**src/rtl/oflow_score_board_pkg.sv**
```systemverilog
// Shared constants, state encoding and result record layout
// for the registration score board.
package oflow_score_board_pkg;

  localparam int NUM_PE  = 8;
  localparam int SCORE_W = 16;
  localparam int ID_W    = 7;
  localparam int SET_LEN = 5;

  localparam logic [SCORE_W-1:0] SCORE_THRESH = 16'h0800;

  localparam int PE_W   = $clog2(NUM_PE);
  localparam int ADDR_W = SET_LEN + PE_W;
  localparam int DATA_W = 1 + ID_W + SCORE_W;

  localparam logic [1:0] ST_IDLE    = 2'd0;
  localparam logic [1:0] ST_COLLECT = 2'd1;
  localparam logic [1:0] ST_FLUSH   = 2'd2;

  typedef struct packed {
    logic               found;
    logic [ID_W-1:0]    id;
    logic [SCORE_W-1:0] score;
  } wr_rec_t;

  function automatic wr_rec_t make_rec(
    input logic [SCORE_W-1:0] s,
    input logic [ID_W-1:0]    id
  );
    wr_rec_t r;
    r.found = (s <= SCORE_THRESH);
    r.id    = r.found ? id : '1;
    r.score = s;
    return r;
  endfunction

endpackage

```
**src/rtl/oflow_score_board_if.sv**
```systemverilog
// Score-calc side and result-buffer side signals of the
// score board, bundled with producer/consumer modports.
interface oflow_score_board_if;
  import oflow_score_board_pkg::*;

  logic                      start_score_calc;
  logic [SET_LEN-1:0]        counter_of_sets;
  logic [SET_LEN-1:0]        num_of_sets;
  logic                      done_score_calc;
  logic [NUM_PE-1:0]         score_valid;
  logic [NUM_PE*SCORE_W-1:0] score;
  logic [NUM_PE*ID_W-1:0]    score_id;
  logic                      clr_status;

  logic                      ready;
  logic                      wr_en;
  logic [ADDR_W-1:0]         wr_addr;
  logic [DATA_W-1:0]         wr_data;
  logic                      done_score_board;
  logic                      overrun;

  modport master (
    output start_score_calc,
    output counter_of_sets,
    output num_of_sets,
    output done_score_calc,
    output score_valid,
    output score,
    output score_id,
    output clr_status,
    input  ready,
    input  wr_en,
    input  wr_addr,
    input  wr_data,
    input  done_score_board,
    input  overrun
  );

  modport slave (
    input  start_score_calc,
    input  counter_of_sets,
    input  num_of_sets,
    input  done_score_calc,
    input  score_valid,
    input  score,
    input  score_id,
    input  clr_status,
    output ready,
    output wr_en,
    output wr_addr,
    output wr_data,
    output done_score_board,
    output overrun
  );

endinterface

```
**src/rtl/oflow_score_board_min_reg.sv**
```systemverilog
// One PE's running minimum: best score and the ID that
// produced it. Ties keep the earlier candidate.
module oflow_score_board_min_reg
  import oflow_score_board_pkg::*;
(
  input  logic               clk,
  input  logic               reset_N,
  input  logic               clear,
  input  logic               valid,
  input  logic [SCORE_W-1:0] score,
  input  logic [ID_W-1:0]    id,
  output logic [SCORE_W-1:0] best_score,
  output logic [ID_W-1:0]    best_id
);

  always_ff @(posedge clk or negedge reset_N) begin
    if (!reset_N) begin
      best_score <= '1;
      best_id    <= '0;
    end else if (clear) begin
      best_score <= '1;
      best_id    <= '0;
    end else if (valid && (score < best_score)) begin
      best_score <= score;
      best_id    <= id;
    end
  end

endmodule

```
**src/rtl/oflow_score_board.sv**
```systemverilog
// Collects per-PE minimum scores for one set, then flushes
// one best-match record per PE into the result buffer.
module oflow_score_board
  import oflow_score_board_pkg::*;
(
  input logic               clk,
  input logic               reset_N,
  oflow_score_board_if.slave bus
);

  logic [1:0]         state;
  logic [PE_W-1:0]    pe_cnt;
  logic [SET_LEN-1:0] set_idx;

  logic [SCORE_W-1:0] best_score [NUM_PE];
  logic [ID_W-1:0]    best_id    [NUM_PE];

  logic               clear;
  logic               collect;
  logic [PE_W-1:0]    nxt_pe;
  logic [SET_LEN-1:0] last_idx;
  logic               last_set;
  logic [SCORE_W-1:0] cand0;
  logic [ID_W-1:0]    cand0_id;
  logic               take0;

  assign clear    = (state == ST_IDLE) && bus.start_score_calc;
  assign collect  = (state == ST_COLLECT);
  assign nxt_pe   = pe_cnt + PE_W'(1);
  assign last_idx = bus.num_of_sets - SET_LEN'(1);
  assign last_set = (set_idx == last_idx);

  for (genvar p = 0; p < NUM_PE; p++) begin : g_pe
    oflow_score_board_min_reg u_min (
      .clk        (clk),
      .reset_N    (reset_N),
      .clear      (clear),
      .valid      (collect & bus.score_valid[p]),
      .score      (bus.score[p*SCORE_W +: SCORE_W]),
      .id         (bus.score_id[p*ID_W +: ID_W]),
      .best_score (best_score[p]),
      .best_id    (best_id[p])
    );
  end

  // PE0 is written on the edge that ends COLLECT, so a
  // candidate arriving with done has to bypass its register.
  assign cand0    = bus.score[SCORE_W-1:0];
  assign cand0_id = bus.score_id[ID_W-1:0];
  assign take0    = collect && bus.score_valid[0] &&
                    (cand0 < best_score[0]);

  always_ff @(posedge clk or negedge reset_N) begin
    if (!reset_N) begin
      state                <= ST_IDLE;
      pe_cnt               <= '0;
      set_idx              <= '0;
      bus.ready            <= 1'b1;
      bus.wr_en            <= 1'b0;
      bus.wr_addr          <= '0;
      bus.wr_data          <= '0;
      bus.done_score_board <= 1'b0;
      bus.overrun          <= 1'b0;
    end else begin
      bus.done_score_board <= 1'b0;

      if (bus.start_score_calc && (state != ST_IDLE))
        bus.overrun <= 1'b1;
      else if (bus.clr_status)
        bus.overrun <= 1'b0;

      unique case (state)
        ST_IDLE: begin
          if (bus.start_score_calc) begin
            state     <= ST_COLLECT;
            set_idx   <= bus.counter_of_sets;
            bus.ready <= 1'b0;
          end
        end
        ST_COLLECT: begin
          if (bus.done_score_calc) begin
            state       <= ST_FLUSH;
            pe_cnt      <= '0;
            bus.wr_en   <= 1'b1;
            bus.wr_addr <= {set_idx, PE_W'(0)};
            bus.wr_data <= make_rec(
              take0 ? cand0    : best_score[0],
              take0 ? cand0_id : best_id[0]);
          end
        end
        ST_FLUSH: begin
          if (pe_cnt == PE_W'(NUM_PE-1)) begin
            state     <= ST_IDLE;
            bus.ready <= 1'b1;
            bus.wr_en <= 1'b0;
          end else begin
            pe_cnt      <= nxt_pe;
            bus.wr_addr <= {set_idx, nxt_pe};
            bus.wr_data <= make_rec(best_score[nxt_pe],
                                    best_id[nxt_pe]);
            bus.done_score_board <=
              (nxt_pe == PE_W'(NUM_PE-1)) && last_set;
          end
        end
        default: begin
          state     <= ST_IDLE;
          bus.ready <= 1'b1;
          bus.wr_en <= 1'b0;
        end
      endcase
    end
  end

endmodule

```
**src/flat_wrapper.sv**
```systemverilog
// flat-port wrapper written by rule: the top's interface ports become plain ports
module oflow_score_board_flat import oflow_score_board_pkg::*;
  (clk, reset_N, bus_start_score_calc, bus_counter_of_sets, bus_num_of_sets, bus_done_score_calc, bus_score_valid, bus_score, bus_score_id, bus_clr_status, bus_ready, bus_wr_en, bus_wr_addr, bus_wr_data, bus_done_score_board, bus_overrun);
  oflow_score_board_if bus_i ();
  input logic clk;
  input logic reset_N;
  input wire logic [$bits(bus_i.start_score_calc)-1:0] bus_start_score_calc;
  input wire logic [$bits(bus_i.counter_of_sets)-1:0] bus_counter_of_sets;
  input wire logic [$bits(bus_i.num_of_sets)-1:0] bus_num_of_sets;
  input wire logic [$bits(bus_i.done_score_calc)-1:0] bus_done_score_calc;
  input wire logic [$bits(bus_i.score_valid)-1:0] bus_score_valid;
  input wire logic [$bits(bus_i.score)-1:0] bus_score;
  input wire logic [$bits(bus_i.score_id)-1:0] bus_score_id;
  input wire logic [$bits(bus_i.clr_status)-1:0] bus_clr_status;
  output wire logic [$bits(bus_i.ready)-1:0] bus_ready;
  output wire logic [$bits(bus_i.wr_en)-1:0] bus_wr_en;
  output wire logic [$bits(bus_i.wr_addr)-1:0] bus_wr_addr;
  output wire logic [$bits(bus_i.wr_data)-1:0] bus_wr_data;
  output wire logic [$bits(bus_i.done_score_board)-1:0] bus_done_score_board;
  output wire logic [$bits(bus_i.overrun)-1:0] bus_overrun;
  assign bus_i.start_score_calc = bus_start_score_calc;
  assign bus_i.counter_of_sets = bus_counter_of_sets;
  assign bus_i.num_of_sets = bus_num_of_sets;
  assign bus_i.done_score_calc = bus_done_score_calc;
  assign bus_i.score_valid = bus_score_valid;
  assign bus_i.score = bus_score;
  assign bus_i.score_id = bus_score_id;
  assign bus_i.clr_status = bus_clr_status;
  assign bus_ready = bus_i.ready;
  assign bus_wr_en = bus_i.wr_en;
  assign bus_wr_addr = bus_i.wr_addr;
  assign bus_wr_data = bus_i.wr_data;
  assign bus_done_score_board = bus_i.done_score_board;
  assign bus_overrun = bus_i.overrun;
  oflow_score_board u_core (.clk(clk), .reset_N(reset_N), .bus(bus_i));
endmodule
```
**config.mk**
```make
export PLATFORM = sky130hd
export DESIGN_NAME = oflow_score_board_flat
export DESIGN_NICKNAME = d
export VERILOG_FILES = /design/src/rtl/oflow_score_board_pkg.sv /design/src/rtl/oflow_score_board_if.sv /design/src/rtl/oflow_score_board_min_reg.sv /design/src/rtl/oflow_score_board.sv /design/src/flat_wrapper.sv
export SDC_FILE = /design/constraint.sdc
export NUM_CORES = 1
export LEC_CHECK = 0
export CORE_MARGIN = 10
export CORE_UTILIZATION = 36
export DETAILED_ROUTE_END_ITERATION = 7
export HOLD_SLACK_MARGIN = 0.06
export PLACE_DENSITY = 0.57
export SYNTH_ARGS = -nofsm -noshare
export SYNTH_HDL_FRONTEND = slang
export SYNTH_SLANG_ARGS = --single-unit
export TNS_END_PERCENT = 5
```
**constraint.sdc**
```tcl
create_clock -name clk -period 7.6 [get_ports clk]
set_input_delay 0.76 -clock clk [delete_from_list [all_inputs] [get_ports clk]]
set_output_delay 0.76 -clock clk [all_outputs]
set_load 0.05 [all_outputs]
```
==> reports/qor.yml <==
fp-row-count: 71
drv_cap: 0
cts_root_buffer: "clkbuf_16"
hold_class: "in2async"
grt_max_degree: 124
cts_resized: 0
netlist_instances: 1309
die_h_um: 217
r2r_cells: 10
tightestPinTransition_ps: 1340
finalCritPeriodShare_pct: 56.1
gp_congestion: 0.881
ys_types: 46
power_density_nw_per_um2: 380
yosysSeqAreaShare_pct: 41.9
synth_edf_count: 0
grt_pass1_vias: 11314
setup_tns_ps: 0
end_kind: "flip-flop"
grtUsageMet2_pct: 31.3
p_seq_share_pct: 34.8
wl_um: 46400
crit_start: "u_core.pe_cnt[0]"
fin_skew_ps: 18.3
power_leakage_nw: 9.41
crit_type: "reg2reg"
grt-ovfl-total: 0
grt_usage_pct: 19.4
cts_buffer_depth: 3
setup_violations: 0
crit_required_ps: 7990
drive_gt1_share_pct: 16.0
period_needed_ps: 4260
die_area_um2: 47000
tritoncts: "yes"
path_clk_slew_ps: 60
wl_per_cell_um: 22.5
whs_ps: 311
initial_utilization_pct: 36.7
core_um2: 37900
dp_hpwl_um: 36100
power.total_mw: 6.72
intPower_mw: 3.98
worstPathArrival_ps: 4650
top_usage_layer: "met2"
clock_power_share_pct: 19.1
p_sw_mw: 2.75
cts_hold_buf: 0
switching_share_pct: 40.9
fin_nets: 1861
met3_usage_pct: 3.64
syn2layout_area_growth_pct: 27.1
cts_setup_buffers: 0
vias_per_cell: 5.19
htree_num_levels: 1
startpoint_type: "flip-flop"
die_x_um: 217
n_antenna_cell: 0
max-slew-margin-rel_pct: 10.4
drtAntennaViolNets: 0
vias: 10714
dr.first_iter.drc_count: 685
cts_made_buffers: 28
drc_errors: 0
yosysWarningCount: 0
ys_ff_latch: 227
async_reset_ff_share_pct: 100
path_max_fanout: 27
worstReg2RegStart: "u_core.pe_cnt[0]"
outcome: "completed"
place_ws_ps: 3290
setup_slack_ps: 3340
synth.net_count: 1640
syn_area_per_cell_um2: 10.6
drt_pass1_iterations: 7
io_buffers: 242
ir_worst_vdd_mv: 0.178
syn-cell-area_um2: 13900
fmax_mhz: 235
clkSinkCount: 227
final_max_slew_viol_count: 0
boundaryPins: 243
synth_top_flop_cell: "dfstp_2"
worstSkewPairLatency_ps: 550
timing_hold_violations_final: 0
rsz0062_at_grt: "false"
antenna_found_initial: 1
grt_pass1_wl_um: 70900
combPwrFrac_pct: 46.1
grt_util_met1_pct: 26.9
[layout by cell type, fill, tap and decap left out, types with 7 or more instances in the layout]
cell             instances
a22o_1                  11
a211o_1                  7
o21a_1                   9
clkbuf_16               28
a21o_1                  26
o22ai_1                  7
clkbuf_1                14
mux2i_1                197
nor2_1                  77
ha_1                   123
nand4_1                 19
buf_4                   15
nor4_1                  27
clkdlybuf4s50_1        241
inv_1                  127
mux4_2                  46
mux2_2                  11
dfrtp_1                 97
nand2_1                182
nand4b_1                 7
dfstp_2                129
nor2b_1                  9
o21ai_0                 33
a211oi_1                 9
a21oi_1                 46
nand2b_1                 8
[logic make-up after synthesis]
family                   after synthesis  share of synthesized area [%]
XOR/XNOR                               6                          0.377
AND/OR/NAND/NOR                      347                           11.1
multiplexers                         254                           22.5
adder cells (fa/ha/maj)              124                           11.1
buffers and inverters                195                           5.68
flip-flops                           227                           41.9
AO/OA/AOI/OAI                        156                           7.29
[layout make-up]
class | instances | area, µm²
clock buffer | 46 | 808
inverter | 128 | 480
timing repair buffer | 258 | 2560
sequential | 227 | 5840
clock inverter | 6 | 66.3
fill | 3583 | 20200
multi-input combinational | 887 | 7310
tap | 511 | 639
[synth_stat cells (all sizes together), types with 8 or more instances]
cell type / n / share of area (%)
a21oi: 46 / 1.7
nand4: 19 / 0.85
a22o: 11 / 0.69
nor2: 77 / 2.1
clkbuf: 37 / 1.0
nor4: 28 / 1.3
o21a: 9 / 0.49
dfrtp: 98 / 18
o21ai: 33 / 1.2
nor2b: 9 / 0.40
mux2i: 197 / 14
nand2b: 8 / 0.36
dfstp: 129 / 24
buf: 30 / 1.2
nand2: 183 / 4.9
mux4: 46 / 7.4
inv: 127 / 3.4
ha: 124 / 11
a211oi: 9 / 0.49
mux2: 11 / 0.89
a21o: 26 / 1.4
[final timing paths]
path / endpoint / slack [ps]
setup reg to reg: u_core.bus.wr_data[19] / 3340
setup / recovery: u_core.bus.wr_data[19] / 3340
hold reg to reg: u_core.bus.wr_data[15] / 480
hold / removal: u_core.state[0] / 310
min in group clk: u_core.bus.wr_data[15] / 480
max in group asynchronous: u_core.g_pe[5].u_min.best_id[5] / 6220
[power by group through the flow]
stage	sequential, mW	combinational (mW)	clock [mW]
after floorplan	2.33	2.03	0
after global placement	2.35	3.06	0
after detailed placement	2.35	3.12	0
after CTS	2.34	3.14	1.32
after global routing	2.40	3.42	1.37
final	2.34	3.10	1.28
[worst max-delay path: stages (launching register included)]
cell and delay [ps]:
dfrtp_2 900, inv_1 140, ha_2 810, buf_4 480, mux4_2 580, mux2i_1 210, nand4_1 130, o31ai_1 280
nand3_2 260, o22ai_1 220, a21oi_1 60
[routing by layer]
layer  vias to the layer above  share of wire [%]
met4                         2                1.3
met1                      5337                 47
met3                        44                5.7
met5                         -              0.028
met2                       282                 46
li1                       5049                  -
[through the flow]
stage | util, % | instances | cell area [µm²]
4_1_cts | 46.7 | 2063 | 17700
5_1_grt | 46.7 | 2063 | 17700
3_5_place_dp | 44.4 | 2011 | 16800
6_report | 46.7 | 2063 | 17700
2_1_floorplan | - | 1309 | 13900
3_3_place_gp | 44.4 | 2011 | 16800
[sequential cells by signal, indices dropped and copies added, names as in the netlist]
signal,cells
u_core.bus.done_score_board,1
u_core.bus.overrun,1
u_core.bus.ready,1
u_core.bus.wr_addr,6
u_core.bus.wr_data,24
u_core.bus.wr_en,1
u_core.g_pe.u_min.best_id,56
u_core.g_pe.u_min.best_score,128
u_core.pe_cnt,2
u_core.set_idx,5
u_core.state,2
Note: power is estimated with default switching activity, not from simulation.
